<file path="src/rtl/axi_master_arbiter_w.sv">
// Two-master AXI write-channel arbiter: one owner of the shared AW/W/B path from AW handshake to B handshake.
// Optional AXI_WARB_ROUND_ROBIN_EN: round-robin tie-break; otherwise m0 has fixed priority.
`timescale 1ns/1ps

module axi_master_arbiter_w #(
  parameter int unsigned ADDR_WIDTH = 64,
  parameter int unsigned ID_WIDTH   = 8,
  parameter int unsigned USER_WIDTH = 8
) (
  input  logic                  ACLK,
  input  logic                  ARESETn,
  // master 0
  input  logic [ADDR_WIDTH-1:0] m0_AWADDR,
  input  logic [ID_WIDTH-1:0]   m0_AWID,
  input  logic                  m0_AWVALID,
  output logic                  m0_AWREADY,
  input  logic                  m0_WVALID,
  input  logic                  m0_WLAST,
  output logic                  m0_WREADY,
  output logic                  m0_BVALID,
  input  logic                  m0_BREADY,
  // master 1
  input  logic [ADDR_WIDTH-1:0] m1_AWADDR,
  input  logic [ID_WIDTH-1:0]   m1_AWID,
  input  logic                  m1_AWVALID,
  output logic                  m1_AWREADY,
  input  logic                  m1_WVALID,
  input  logic                  m1_WLAST,
  output logic                  m1_WREADY,
  output logic                  m1_BVALID,
  input  logic                  m1_BREADY,
  // B payload broadcast to both masters
  output logic [ID_WIDTH-1:0]   m_BID,
  output logic [1:0]            m_BRESP,
  output logic [USER_WIDTH-1:0] m_BUSER,
  // shared slave side
  output logic [ADDR_WIDTH-1:0] s_AWADDR,
  output logic [ID_WIDTH-1:0]   s_AWID,
  output logic                  s_AWVALID,
  input  logic                  s_AWREADY,
  output logic                  s_WVALID,
  output logic                  s_WLAST,
  input  logic                  s_WREADY,
  input  logic [ID_WIDTH-1:0]   s_BID,
  input  logic [1:0]            s_BRESP,
  input  logic [USER_WIDTH-1:0] s_BUSER,
  input  logic                  s_BVALID,
  output logic                  s_BREADY,
  output logic [1:0]            grant
);

  typedef enum logic [1:0] {
    ST_IDLE = 2'd0,
    ST_AW   = 2'd1,
    ST_W    = 2'd2,
    ST_B    = 2'd3
  } state_t;

  state_t                state;
  state_t                state_nxt;
  logic [1:0]            grant_nxt;
  logic [1:0]            pick;

  logic                  in_aw;
  logic                  in_w;
  logic                  in_b;

  logic [ADDR_WIDTH-1:0] sel_awaddr;
  logic [ID_WIDTH-1:0]   sel_awid;
  logic                  sel_awvalid;
  logic                  sel_wvalid;
  logic                  sel_wlast;
  logic                  sel_bready;

  logic                  aw_hs;
  logic                  w_last_hs;
  logic                  b_hs;

  assign in_aw = (state == ST_AW);
  assign in_w  = (state == ST_W);
  assign in_b  = (state == ST_B);

  // Granted master's request signals; all zero while nobody owns the path
  always_comb begin
    sel_awaddr  = '0;
    sel_awid    = '0;
    sel_awvalid = 1'b0;
    sel_wvalid  = 1'b0;
    sel_wlast   = 1'b0;
    sel_bready  = 1'b0;
    if (grant[0]) begin
      sel_awaddr  = m0_AWADDR;
      sel_awid    = m0_AWID;
      sel_awvalid = m0_AWVALID;
      sel_wvalid  = m0_WVALID;
      sel_wlast   = m0_WLAST;
      sel_bready  = m0_BREADY;
    end else if (grant[1]) begin
      sel_awaddr  = m1_AWADDR;
      sel_awid    = m1_AWID;
      sel_awvalid = m1_AWVALID;
      sel_wvalid  = m1_WVALID;
      sel_wlast   = m1_WLAST;
      sel_bready  = m1_BREADY;
    end
  end

  // Forward onto the shared bus only in the phase that owns each channel,
  // so early W beats from the granted master stall until AW completes
  assign s_AWVALID = in_aw & sel_awvalid;
  assign s_AWADDR  = in_aw ? sel_awaddr : '0;
  assign s_AWID    = in_aw ? sel_awid : '0;
  assign s_WVALID  = in_w & sel_wvalid;
  assign s_WLAST   = in_w & sel_wlast;
  assign s_BREADY  = in_b & sel_bready;

  assign m0_AWREADY = in_aw & grant[0] & s_AWREADY;
  assign m0_WREADY  = in_w  & grant[0] & s_WREADY;
  assign m0_BVALID  = in_b  & grant[0] & s_BVALID;
  assign m1_AWREADY = in_aw & grant[1] & s_AWREADY;
  assign m1_WREADY  = in_w  & grant[1] & s_WREADY;
  assign m1_BVALID  = in_b  & grant[1] & s_BVALID;

  assign m_BID   = s_BID;
  assign m_BRESP = s_BRESP;
  assign m_BUSER = s_BUSER;

  assign aw_hs     = s_AWVALID & s_AWREADY;
  assign w_last_hs = s_WVALID & s_WREADY & s_WLAST;
  assign b_hs      = s_BVALID & s_BREADY;

`ifdef AXI_WARB_ROUND_ROBIN_EN
  // prio=0 prefers m0, prio=1 prefers m1; points away from the master just served
  logic prio;

  always_ff @(posedge ACLK or negedge ARESETn) begin
    if (!ARESETn) begin
      prio <= 1'b0;
    end else if (b_hs) begin
      prio <= grant[0];
    end
  end

  always_comb begin
    pick = 2'b00;
    if (m0_AWVALID && m1_AWVALID) begin
      pick = prio ? 2'b10 : 2'b01;
    end else if (m0_AWVALID) begin
      pick = 2'b01;
    end else if (m1_AWVALID) begin
      pick = 2'b10;
    end
  end
`else
  // Fixed priority: m1 wins only when m0 is not requesting
  always_comb begin
    pick = 2'b00;
    if (m0_AWVALID) begin
      pick = 2'b01;
    end else if (m1_AWVALID) begin
      pick = 2'b10;
    end
  end
`endif

  // Next-state and next-grant
  always_comb begin
    state_nxt = state;
    grant_nxt = grant;
    case (state)
      ST_IDLE: begin
        if (pick != 2'b00) begin
          state_nxt = ST_AW;
          grant_nxt = pick;
        end
      end
      ST_AW: begin
        if (aw_hs) begin
          state_nxt = ST_W;
        end
      end
      ST_W: begin
        if (w_last_hs) begin
          state_nxt = ST_B;
        end
      end
      ST_B: begin
        if (b_hs) begin
          state_nxt = ST_IDLE;
          grant_nxt = 2'b00;
        end
      end
      default: begin
        state_nxt = ST_IDLE;
        grant_nxt = 2'b00;
      end
    endcase
  end

  always_ff @(posedge ACLK or negedge ARESETn) begin
    if (!ARESETn) begin
      state <= ST_IDLE;
      grant <= 2'b00;
    end else begin
      state <= state_nxt;
      grant <= grant_nxt;
    end
  end

endmodule

</file>
<file path="config.mk">
export PLATFORM = sky130hd
export DESIGN_NAME = axi_master_arbiter_w
export DESIGN_NICKNAME = d
export VERILOG_FILES = /design/src/rtl/axi_master_arbiter_w.sv
export SDC_FILE = /design/constraint.sdc
export NUM_CORES = 1
export LEC_CHECK = 0
export CORE_AREA = 2 2 107 109
export DETAILED_ROUTE_END_ITERATION = 8
export DIE_AREA = 0 0 109 111
export PLACE_DENSITY = 0.57
export SYNTH_ARGS = -nofsm -noshare
export SYNTH_HDL_FRONTEND = slang
export SYNTH_SLANG_ARGS = --single-unit
</file>
<file path="constraint.sdc">
create_clock -name ACLK -period 2.2 [get_ports ACLK]
set_input_delay 0.55 -clock ACLK [delete_from_list [all_inputs] [get_ports ACLK]]
set_output_delay 0.55 -clock ACLK [all_outputs]
set_load 0.005 [all_outputs]
</file>
Word level (Yosys, flattened, before mapping):

Cells that the tools add are included.
Widths: inputs -> output; s select.

* flip-flop bits (word level): 4
* output and inout bits: 102
* logic and storage cells: 57

* eq/ne operators: 7
* mux-type cells: 23
* bitwise gates (word level): 20
* reduce and logical (&&, ||, !) cells: 5

Operators by type and width (number)
* $mux 64: 3
* $mux 8: 3
* $and 1x1->1: 20
* $mux 2: 7
* $mux 1: 8
* $pmux 2 s4: 1
* $ne 2x1->1 const B: 3
* $eq 2x2->1 const B: 2
* $pmux 2 s2: 1
* $reduce_and 4->1: 1
* $reduce_bool 2->1: 2
* $reduce_and 3->1: 1
* $eq 2x1->1 const B: 1
* $logic_not 2->1: 1
* $ne 2x2->1 const B: 1

Depth between registers and ports, before layout:

* word-level depth: 7
* depth in mapped cells: 6
* depth with buffers taken out: 6

Least setup slack after synthesis:

OpenSTA, ideal clock, no wires.

* path type: reg-to-output
* from: register state[1]
* to: output port s_AWADDR[0]
* data arrival time: 1.420 ns
* slack: 0.230 ns
* cell stages (with the launch flop): 7
* path through: dfrtp_1 inv_1 ha_1 and2_1 buf_2 clkbuf_1 a22o_1

* longest elaborated chain between the ends: 2

Ends and longest elaborated chain
* start: declaration: line 59 `state_t state;`
* start signal: assignment: line 205 `state <= state_nxt;`
* $eq 2x1->1: line 79 `assign in_aw = (state == ST_AW);`
* $mux 64: line 111 `assign s_AWADDR = in_aw ? sel_awaddr : '0;`
* end: declaration: line 37 `output logic [ADDR_WIDTH-1:0] s_AWADDR,`

Every way passes these cells.

Final worst setup path:

* from: register state[0]
* to: output port s_AWADDR[11]

The elaborated chain is that of the path after synthesis.

==> out/results.md <==
| Metric | This run |
|---|---|
| Final setup violation count | 66 |
| Final nets | 589 |
| Predominant post-synthesis flop cell | dfrtp_1 |
| Ys async rst share | 100% |
| Failing checks | setup timing |
| Level count of the clock H-tree | 1 |
| Number of global-route vias before repair | 2,373 |
| CTS Buf Count | 3 |
| Setup repair after global routing missed its margin | yes |
| Cell repeated most along the worst path | buf_12 |
| Fraction of synthesized area in multiplexers | 2.92% |
| Clock sink count | 4 |
| Number of nets produced by synthesis | 336 |
| Clock tree root driver cell | clkbuf_16 |
| Required time of the worst setup path | 1.65 ns |
| Initial core utilization | 11.6% |
| Status | complete, but fails checks |
| Remaining max-slew budget at the tightest pin | 82.5% |
| Maximum net fanout on the critical path | 6 |
| Post-route antenna net violation count | 0 |
| Maximum clock frequency | 0.416 GHz |
| Share of the synthesized area in compound gates (AO/OA/AOI/OAI) | 54.2% |
| Overall power | 2.72 mW |
| Combined buffer and inverter count along the critical path | 5 |
| Synthesized instance count | 156 |
| X dimension of the die | 109 µm |
| Total standard cell area after synthesis | 0.00129 mm² |
| Ant. Diodes | 0 |
| Count of standard-cell rows | 39 |
| Library cells used by synthesis | 29 |
| Fin. Hold Viols | 0 |
| Top delay family on crit path | buffers and inverters |
| Post-DP HPWL | 7000 µm |
| Hold WC Path Type | in2async |
| Layout cell share with drive strength beyond 1 | 31.4% |
| Count of maximum capacitance violations | 0 |
| Static power due to leakage | 1.89 nW |
| Adder-cell share of the synthesized area | 4.86% |
| Total of hold buffers inserted after clock tree synthesis | 0 |
| Clock period minus worst slack | 2.40 ns |
| Total DRC errors in the routed layout | 0 |
| Avg WL per Cell | 18.1 µm |
| CTS tree | done |
| Worst Path Class, Setup | reg2out |
| Sort of element at the end of the critical path | output pin |
| Length of the first detailed-routing pass in iterations | 4 |
| Fraction of the yosys area taken by sequential cells | 7.78% |
| Final worst-path setup slack | -0.201 ns |
| Area Overhead vs Synth | 216% |
| Vias per inst | 4.29 |
| Syn Area/Cell | 8.25 µm² |
| Maximum vdd drop | 0.316 mV |
| Cell count after placement | 523 |
| Portion of synthesized cell area occupied by the leading cell type | 49.7% |
| Maximum buffer depth of the clock tree | 2 |
| Antenna violations before repair | 0 |
| Largest stage delay on the critical path | 0.41 ns |
| Simple-gate share of the synthesized area | 13.0% |
| Crit path launch type | flop |
| Share of the clock period used by the worst path | 109% |
| Number of top-level pins | 277 |
| Largest family of logic cells by synthesized area | compound AO/OA/AOI/OAI gates |
| Maximum number of pins on one net before global-route repair | 32 |
| Clk pin slew, worst setup/hold paths | 0.03 ns |
| Total global routing overflow | 0 |
| Number of port buffers | 240 |
| Data arrival time of the critical path | 1.85 ns |
| Post-synth EDFFs | 0 |
| Slew of the pin with the lowest slew margin | 0.263 ns |
| Largest clock skew in the final design | 0.000770 ns |
| Final Instance Count excl. Fillers | 550 |
| DRC violation total after the first TritonRoute iteration | 52 |
| Ranking of synthesized cells by area | a22o_1, buf_4, dfrtp_1 |
| Vias after detailed routing | 2,361 |
| Chain of cells forming the critical path | ha_4, and3b_2, buf_12, buf_12, buf_16, buf_6, a22o_1, buf_2 |
| Setup slack, reg-to-reg | 0.21 ns |
| Final max-slew violation count | 0 |
| First-pass GRT wire length | 13,700 µm |
| Leading area contributor after synthesis | a22o_1 |
| Area of the placeable core | 0.0111 mm² |
| DRT Wirelength | 9950 µm |
| Placed inst area | 0.00385 mm² |
| Post-route cell area | 0.00406 mm² |
| Number of storage elements in the synthesis netlist | 4 |
| Xor/xnor share of the synthesized area | 0% |
| Vert. Die Dim | 111 µm |
| Die ar. | 0.0121 mm² |
| Power density over the cells | 670 mW/mm² |
| Place WS | -0.201 ns |
| Final RePlAce weighted congestion | 0.985 |
| Slowest cell on crit path | dfrtp_1 |
| Total routing usage reported by global routing | 15.1% |
| Final core utilization | 36.7% |
| Skew-Pair Late Insertion Delay | 0.22 ns |
| Yosys synthesis warning count | 0 |
## repair_timing
| item | in CTS | in global routing |
|---|---|---|
| setup endpoints to repair | 82 | 72 |
| pin swaps | 13 | 17 |
| setup buffers | 15 | 3 |
| gates resized for setup | 312 | 23 |
| gates cloned | 9 | 1 |
## worst paths after layout
kind                       startpoint      endpoint  cells after the start
max                          state[0]  s_AWADDR[11]                      8
min                           ARESETn      state[0]                      1
max reg2reg                  state[0]      state[1]                      9
min reg2reg                  state[1]      state[1]                      2
max in group asynchronous     ARESETn      grant[1]                      1
min in group ACLK            state[1]      state[1]                      2
## synth_stat cells, drive strengths merged (2+ instances only)
master,count
a21boi,3
inv,2
and2,2
nor3b,2
nand3,3
nor2b,2
a22o,73
mux2,3
and3,6
nand2,6
clkbuf,4
ha,5
nand3b,2
dfrtp,4
buf,31
## sequential cells by signal, summed over array words and instances, names as in the netlist
name and flops:
grant 2, state 2
## cell usage in the layout, fill, tap and decap left out, drive strengths merged, types with 3 or more instances in the layout
cell             n
a21boi           3
a22o            73
and3             6
buf            107
clkbuf          11
clkdlybuf4s50  157
dfrtp            4
dlygate4sd2     10
ha               5
mux2             3
nand2            6
nand3            3
## layer usage
layer  global-route usage, %  vias up  part of all wire, %
met5                       0        -                    0
met4                    1.97        0                 0.47
met3                    3.53        5                   10
met2                    28.7      151                   51
met1                    17.1     1086                   39
li1                        -     1119                    -
## area by class of cell
class	instances	area [µm²]
timing repair buffer	283	2710
sequential	4	100
tap	143	179
fill	1129	7020
multi-input combinational	115	992
inverter	2	7.51
clock buffer	3	75.1
## stage by stage
step | hold WS, ns | setup TNS [ns]
5_1_grt | 0.559 | -9.51
3_5_place_dp | 0.606 | -8.52
6_report | 0.543 | -6.33
4_1_cts | 0.551 | -7.34
3_3_place_gp | 0.598 | -6.83
2_1_floorplan | 0.254 | 0
## report_power, final
part	switching [mW]	internal [mW]	total, mW
sequential	0.0268	0.112	0.139
clock	0.0501	0.232	0.282
combinational	0.915	1.38	2.30
total	0.992	1.73	2.72
## kinds of logic (layout without fill, tap and decap cells)
group	after synthesis	after routing
AOI/OAI and AO/OA	80	80
buffers and inverters	37	288
and+or+nand+nor	27	27
adders and majority gates	5	5
DFF	4	4
muxes	3	3
(Power assumes the default switching activity.)
